--- src/rtl/simon_key_schedule_if.sv ---
// ---------------------------------------------------------------------------
// simon_key_schedule_if
// Handshake bundle between the key-schedule block, its key source and the
// round-key consumer.
//   key_in    N*M  master key, word j in key_in[j*N +: N]
//   key_valid 1    master key offered
//   key_ready 1    schedule idle and able to take a key
//   rk        N    current round key
//   rk_valid  1    rk holds a valid round key
//   rk_ready  1    consumer takes rk this cycle
//   rk_index  6    round number of rk
//   rk_last   1    rk is the final round key of the run
// Modports: slave = key-schedule block, master = the environment driving it.
// ---------------------------------------------------------------------------
interface simon_key_schedule_if #(
    parameter int N = 16,
    parameter int M = 4
);
    logic [N*M-1:0] key_in;
    logic           key_valid;
    logic           key_ready;
    logic [N-1:0]   rk;
    logic           rk_valid;
    logic           rk_ready;
    logic [5:0]     rk_index;
    logic           rk_last;

    modport slave (
        input  key_in, key_valid, rk_ready,
        output key_ready, rk, rk_valid, rk_index, rk_last
    );

    modport master (
        output key_in, key_valid, rk_ready,
        input  key_ready, rk, rk_valid, rk_index, rk_last
    );
endinterface

--- src/rtl/simon_key_schedule.sv ---
// ---------------------------------------------------------------------------
// simon_key_schedule
// Iterative Simon key expansion. Accepts one M-word master key and emits
// round keys k[0]..k[ROUNDS-1] in order, one word per rk handshake.
// Defaults give Simon32/64 (N=16, M=4, 32 rounds, sequence z0).
// Ports:
//   clk    rising-edge clock
//   reset  synchronous active-high reset
//   bus    simon_key_schedule_if.slave (key load + round-key stream)
// ---------------------------------------------------------------------------
module simon_key_schedule #(
    parameter int          N      = 16,
    parameter int          M      = 4,
    parameter int          ROUNDS = 32,
    parameter logic [61:0] Z      = 62'b11111010001001010110000111001101111101000100101011000011100110
) (
    input  logic                 clk,
    input  logic                 reset,
    simon_key_schedule_if.slave  bus
);

    localparam logic [5:0] LAST_RC = 6'(ROUNDS - 1);

    typedef enum logic {
        IDLE = 1'b0,
        RUN  = 1'b1
    } state_t;

    state_t         state_q, state_d;
    logic [N-1:0]   w_q [M];
    logic [N-1:0]   w_d [M];
    logic [5:0]     rc_q, rc_d;
    logic [5:0]     zi_q, zi_d;
    logic           key_ready_q, key_ready_d;
    logic           rk_valid_q, rk_valid_d;
    logic           rk_last_q, rk_last_d;

    logic [N-1:0]   t_ror3;
    logic [N-1:0]   t_mix;
    logic [N-1:0]   t_full;
    logic           z_bit;
    logic [N-1:0]   new_word;

    // Next key word from the current window. Z is stored MSB-first, so
    // z[zi] lives at bit 61-zi.
    always_comb begin
        t_ror3   = {w_q[M-1][2:0], w_q[M-1][N-1:3]};
        t_mix    = (M == 4) ? (t_ror3 ^ w_q[1]) : t_ror3;
        t_full   = t_mix ^ {t_mix[0], t_mix[N-1:1]};
        z_bit    = Z[6'd61 - zi_q];
        new_word = ~w_q[0] ^ t_full ^ {{(N-1){1'b0}}, z_bit} ^ N'(3);
    end

    // Next-state logic. Outputs are derived from the next state so that
    // they leave the block straight from flops.
    always_comb begin
        state_d = state_q;
        w_d     = w_q;
        rc_d    = rc_q;
        zi_d    = zi_q;
        case (state_q)
            IDLE: begin
                if (bus.key_valid) begin
                    state_d = RUN;
                    for (int j = 0; j < M; j++) begin
                        w_d[j] = bus.key_in[j*N +: N];
                    end
                    rc_d = 6'd0;
                    zi_d = 6'd0;
                end
            end
            RUN: begin
                if (bus.rk_ready) begin
                    if (rc_q == LAST_RC) begin
                        state_d = IDLE;
                    end else begin
                        for (int j = 0; j < M-1; j++) begin
                            w_d[j] = w_q[j+1];
                        end
                        w_d[M-1] = new_word;
                        rc_d     = rc_q + 6'd1;
                        zi_d     = (zi_q == 6'd61) ? 6'd0 : zi_q + 6'd1;
                    end
                end
            end
            default: state_d = IDLE;
        endcase
        key_ready_d = (state_d == IDLE);
        rk_valid_d  = (state_d == RUN);
        rk_last_d   = (state_d == RUN) && (rc_d == LAST_RC);
    end

    // State, window and registered handshake outputs.
    always_ff @(posedge clk) begin
        if (reset) begin
            state_q     <= IDLE;
            rc_q        <= 6'd0;
            zi_q        <= 6'd0;
            key_ready_q <= 1'b1;
            rk_valid_q  <= 1'b0;
            rk_last_q   <= 1'b0;
            for (int j = 0; j < M; j++) begin
                w_q[j] <= '0;
            end
        end else begin
            state_q     <= state_d;
            rc_q        <= rc_d;
            zi_q        <= zi_d;
            key_ready_q <= key_ready_d;
            rk_valid_q  <= rk_valid_d;
            rk_last_q   <= rk_last_d;
            for (int j = 0; j < M; j++) begin
                w_q[j] <= w_d[j];
            end
        end
    end

    assign bus.key_ready = key_ready_q;
    assign bus.rk_valid  = rk_valid_q;
    assign bus.rk_last   = rk_last_q;
    assign bus.rk        = w_q[0];
    assign bus.rk_index  = rc_q;

endmodule

--- src/flat_wrapper.sv ---
// flat-port wrapper written by rule: the top's interface ports become plain ports
module simon_key_schedule_flat 
#(
    parameter int          N      = 16,
    parameter int          M      = 4,
    parameter int          ROUNDS = 32,
    parameter logic [61:0] Z      = 62'b11111010001001010110000111001101111101000100101011000011100110
)
  (clk, reset, bus_key_in, bus_key_valid, bus_rk_ready, bus_key_ready, bus_rk, bus_rk_valid, bus_rk_index, bus_rk_last);
  simon_key_schedule_if #(.N(N), .M(M)) bus_i ();
  input  logic clk;
  input  logic reset;
  input wire logic [$bits(bus_i.key_in)-1:0] bus_key_in;
  input wire logic [$bits(bus_i.key_valid)-1:0] bus_key_valid;
  input wire logic [$bits(bus_i.rk_ready)-1:0] bus_rk_ready;
  output wire logic [$bits(bus_i.key_ready)-1:0] bus_key_ready;
  output wire logic [$bits(bus_i.rk)-1:0] bus_rk;
  output wire logic [$bits(bus_i.rk_valid)-1:0] bus_rk_valid;
  output wire logic [$bits(bus_i.rk_index)-1:0] bus_rk_index;
  output wire logic [$bits(bus_i.rk_last)-1:0] bus_rk_last;
  assign bus_i.key_in = bus_key_in;
  assign bus_i.key_valid = bus_key_valid;
  assign bus_i.rk_ready = bus_rk_ready;
  assign bus_key_ready = bus_i.key_ready;
  assign bus_rk = bus_i.rk;
  assign bus_rk_valid = bus_i.rk_valid;
  assign bus_rk_index = bus_i.rk_index;
  assign bus_rk_last = bus_i.rk_last;
  simon_key_schedule #(.N(N), .M(M), .ROUNDS(ROUNDS), .Z(Z)) u_core (.clk(clk), .reset(reset), .bus(bus_i));
endmodule
--- config.mk ---
export PLATFORM = sky130hd
export DESIGN_NAME = simon_key_schedule_flat
export DESIGN_NICKNAME = d
export VERILOG_FILES = /design/src/rtl/simon_key_schedule_if.sv /design/src/rtl/simon_key_schedule.sv /design/src/flat_wrapper.sv
export SDC_FILE = /design/constraint.sdc
export NUM_CORES = 1
export LEC_CHECK = 0
export ABC_CLOCK_PERIOD_IN_PS = 5400
export CORE_AREA = 2 2 111 113
export DETAILED_ROUTE_END_ITERATION = 10
export DIE_AREA = 0 0 113 115
export PLACE_DENSITY = 0.67
export SYNTH_ARGS = -nofsm -noshare
export SYNTH_HDL_FRONTEND = slang
export SYNTH_SLANG_ARGS = --single-unit
--- constraint.sdc ---
create_clock -name clk -period 5.4 [get_ports clk]
set_input_delay 1.08 -clock clk [delete_from_list [all_inputs] [get_ports clk]]
set_output_delay 1.08 -clock clk [all_outputs]
set_load 0.005 [all_outputs]
After elaboration in Yosys (flattened, before gate mapping)
Memories as Yosys holds them, arrays and structs flattened. Cells that the tools add are included.

$add $sub $neg: 3. $lt $le $gt $ge: 1. Eq/ne operators: 6. Mux-type cells: 18. Bitwise gates (word level): 8. Reductions and logical operators: 2.

Operators by type and width (number): 64-bit two-way mux (3); 64-bit one-hot mux with 2 select lines (1); 16-bit XOR (3); 6-bit two-way mux (7); 6-bit one-hot mux with 2 select lines (2); 16-bit inverter (1); 16-bit by 1-bit XOR with 16-bit output (1); 6-bit by 1-bit adder with 6-bit output, second input constant (2); 6-bit by 5-bit == test with 1-bit output, second input constant (2); 6-bit by 7-bit < comparator with 1-bit output, second input constant (1); 6-bit == test, second input constant (1); 2-bit inequality test, second input constant (3); 6-bit subtractor, first input constant (1); 1-bit two-way mux (4); 3-bit AND reduction (1); 1-bit inverter (2); 2-bit inverter (1); 1-bit one-hot mux with 2 select lines (1); 1-bit logical AND (1).

Register bits after elaboration: 79. ROM bits: 64. Input port bits: 68. Output and inout bits: 25. Logic and storage cells: 48. Memories: 1.

Memory list: (no name shown) (depth 64, width 1, read ports 1, clocked after Yosys merged registers in 0, wr ports 0, RTL line simon_key_schedule.sv:50) `z_bit = Z[6'd61 - zi_q];`.

Longest topological paths before layout
Word-level depth: 8. Depth in mapped cells: 9. Mapped depth without buffers: 8.

Worst setup path before layout
OpenSTA, ideal clock, no wires.

Path type: input -> register. From: input bus_rk_ready. To: register u_core.w_q, in the netlist u_core.t_ror3[10]. Library setup time: 70 ps. Data arrival time: 2260 ps. Data required time: 5330 ps. Setup slack: 3070 ps. Cell stages on the path: 6. Buffers on the path: 2. Cells stage by stage: o21ai_1 -> o21ai_0 -> clkbuf_1 -> clkbuf_1 -> o211ai_1 -> a21oi_1.

Cells in the longest elaborated chain, start to end: 2.

RTL lines: start: declaration (RTL line flat_wrapper.sv:15) `input wire logic [$bits(bus_i.rk_ready)-1:0] bus_rk_ready;`; 2-bit inequality test (no source line); 3-bit AND reduction (no source line); end signal: indexed assignment (RTL line simon_key_schedule.sv:113) `w_q[j] <= w_d[j];`; end: declaration (RTL line simon_key_schedule.sv:30) `logic [N-1:0] w_q [M];`.

No other way between the ends. A chain may end at the register's enable or synchronous reset.

Final worst setup path
From: input bus_rk_ready. To: register u_core.w_q, in the netlist u_core.t_ror3[1].

Same word-level chain as after synthesis.

==> key figures <==
Logic synthesis
  • Proportion of netlist area held by the largest area contributor: 36.9%
  • Async SR Flop Fraction: 0%
  • Synthesis Warnings: 0
  • Top post-synthesis cells by count: 79 x dfxtp_1, 66 x nor2_1, 56 x mux2i_1
  • Sequential element share of the synthesized area: 36.9%
  • Ranking of synthesized cells by area: dfxtp_1 37%, mux2i_1 13%, xnor2_1 10%, a211oi_1 8.9%, nor2_1 5.8%
  • #FFs+latches synth: 79
  • Post-Syn Area: 0.00429 mm2
  • Post-synth top flop: dfxtp_1
  • Unique masters post-synth: 39
  • Post-Synthesis Cells: 481
  • Top-count cell post-synth: dfxtp_1
  • Number of flops mapped to enable cells by yosys: 0
  • Mapped Nets: 559
  • Synth area leader: dfxtp_1
  • Post-Syn Area per Cell: 8.92 um2

Clocking
  • TritonCTS Buffers: 9
  • CTS tree: done
  • Hold Buf Count CTS: 0
  • # H-tree levels: 3
  • CTS resizes: 0
  • Clk buf depth: 2
  • Post-CTS setup buffer count: 0
  • Root buffer cell: clkbuf_16
  • Clk slew on worst S/H paths: 0.06 ns
  • Skew-Pair Late Insertion Delay: 0.33 ns
  • CTS sink cnt: 79

Drt
  • Drt drc: 6
  • Routed wire per std cell: 15.4 um
  • Vias/cell: 5.10
  • DRT antenna net count: 0
  • Routed vias: 3,536
  • DR pass1 iterations: 8
  • Routed wire length: 10.7 mm
  • Initial DRC Count: 344

Setup path
  • Crit path largest cell delay: 0.79 ns
  • WP data required: 5.65 ns
  • Top Family by Delay on Critical Path: compound AO/OA/AOI/OAI gates
  • Crit path kind: input pin to register
  • CP bufs+invs: 2
  • CP arrival: 3.42 ns
  • CP Capture Type: register
  • Sequence of cells on the critical path: clkdlybuf4s50_1 -> o21ai_1 -> o21ai_4 -> buf_12 -> o211ai_1 -> a21oi_1
  • Worst Path Max Fanout: 69
  • CP max-delay cell: o21ai_4
  • CP Launch Type: input pin

Status
  • Failing checks: design-rule violations
  • Status: complete, but fails checks

Global route
  • Total gr overflow: 0
  • Initial antenna violation count: 0
  • Largest net degree at the start of global routing: 85
  • First-pass GRT wire length: 17.1 mm
  • Tot GR Track Use: 16.5%
  • Number of global-route vias before repair: 3,434

Finish
  • Post-route insts no fill: 693
  • Diode count: 0
  • Fillers: 1,130
  • Syn-to-layout area delta: 29.1%
  • NumNets Final: 619
  • Share of layout cells above drive strength 1: 5.49%

Flow run
  • Max_cap viols: 0

Timing
  • Final Slew Violations: 0
  • Worst Clk Skew: 0.00960 ns
  • Final Setup Violations: 0
  • Fmax: 315 MHz
  • RSZ-0062 raised after global routing: false
  • Final hold violation count: 0
  • Slew HR: 24.7%
  • Fin crit period: 3.17 ns
  • Total negative slack: 0 ns
  • Worst Tran Pin Value: 1.13 ns
  • Period utilisation layout: 58.7%
  • Fin worst setup slack: 2.23 ns

Floorplan
  • Die Wd: 113 um
  • Initial Utilization: 36.3%
  • Die Area: 0.0130 mm2
  • I/O Pins: 93
  • Core Footprint: 0.0118 mm2
  • Num rows: 40
  • Die extent in y: 115 um

Power
  • Power per cell area: 314 mW/mm2
  • Static Leak: 2.01 nW
  • VDD IR-drop max: 0.000181 V

Place
  • Worst slack, placed: 1.92 ns
  • GPL Wtd Cong: 0.844
  • PortBufs: 92
  • Placed Cells: 677
  • Hpwl dp: 7.78 mm

Worst hold path
  • Hold Path Class: register to register
## tightest hold or removal path: cells and delay by family, from the launching register on
family / cells / cell delay, ns
compound gates: 1 / 0.05
flops: 1 / 0.33
simple gates: 1 / 0.06
## where the power goes
| group | switching [mW] | internal [mW] | leakage [nW] |
|---|---|---|---|
| registers | 0.0515 | 0.634 | 0.653 |
| logic | 0.187 | 0.222 | 1.20 |
| clock network | 0.242 | 0.401 | 0.157 |
## flip-flops by register name, summed over array words and instances (netlist names)
register	cells
u_core.w_q	32
u_core.bus.rk	16
u_core.t_ror3	16
u_core.bus.rk_index	6
u_core.zi_q	6
u_core.bus.key_ready	1
u_core.bus.rk_last	1
u_core.state_q	1
## cell type report
class	count	area, um2	share of cell area, %
timing repair buffer	97	966	17.4
sequential	79	1590	28.6
clock inverter	5	63.8	1.15
multi-input combinational	348	2450	44.3
clock buffer	11	264	4.77
tap	147	184	3.32
inverter	6	22.5	0.407
## kinds of logic (layout without fill, tap and decap cells)
group / Yosys count / after routing / synth area share [%]
compound gates: 100 / 100 / 16.5
xor+xnor: 56 / 56 / 11.4
fa+ha+maj: 10 / 10 / 2.92
buf+inv: 54 / 119 / 6.18
flops: 79 / 79 / 36.9
mux: 59 / 59 / 14.1
simple gates: 123 / 123 / 12.0
## path summary, 6_finish.rpt
check                                               startpoint                              to  slack, ns  depth (start not counted)
worst max register to register     u_core.zi_q[1]$_SDFFE_PP0P_  u_core.t_ror3[13]$_SDFFE_PP0P_       2.83                          8
worst min-delay path            u_core.t_ror3[15]$_SDFFE_PP0P_  u_core.t_ror3[15]$_SDFFE_PP0P_       0.48                          2
worst min register to register  u_core.t_ror3[15]$_SDFFE_PP0P_  u_core.t_ror3[15]$_SDFFE_PP0P_       0.48                          2
worst max-delay path                              bus_rk_ready   u_core.t_ror3[1]$_SDFFE_PP0P_       2.23                          6
## placed cells by master (no fill, tap or decap), drive strengths merged, types with 2 or more instances in the layout
cell,netlist,layout
o211ai,15,15
ha,10,10
nand2b,3,3
nand3,5,5
nor2,66,66
inv,6,6
xor2,5,5
mux2i,56,56
buf,22,6
a311oi,2,2
nor2b,4,4
nand4,3,3
a2111oi,2,2
clkdlybuf4s50,0,91
a211oi,51,51
clkbuf,26,11
o21ai,4,4
xnor2,51,51
dfxtp,79,79
clkinv,0,3
mux2,2,2
a21oi,19,19
nand2,35,35
and3,2,2
## through the flow
step	hold slack [ns]	utilization [%]	power, mW	cell area (um2)
final	0.480	46.9	1.74	5540
after global routing	0.518	46.9	1.83	5540
after CTS	0.481	46.9	1.76	5540
after detailed placement	0.473	44.1	1.11	5210
after global placement	0.465	44.1	1.10	5210
after floorplan	0.457	-	0.982	4290
## layer usage
layer / track usage (%) / up-vias / routed length [um]
met5: 0 / - / 0
met1: 22.8 / 1615 / 4910
met4: 4.88 / 0 / 56
li1: - / 1812 / -
met2: 26.5 / 105 / 5030
met3: 3.00 / 4 / 665
No activity file was read; power rests on OpenSTA's default activity.
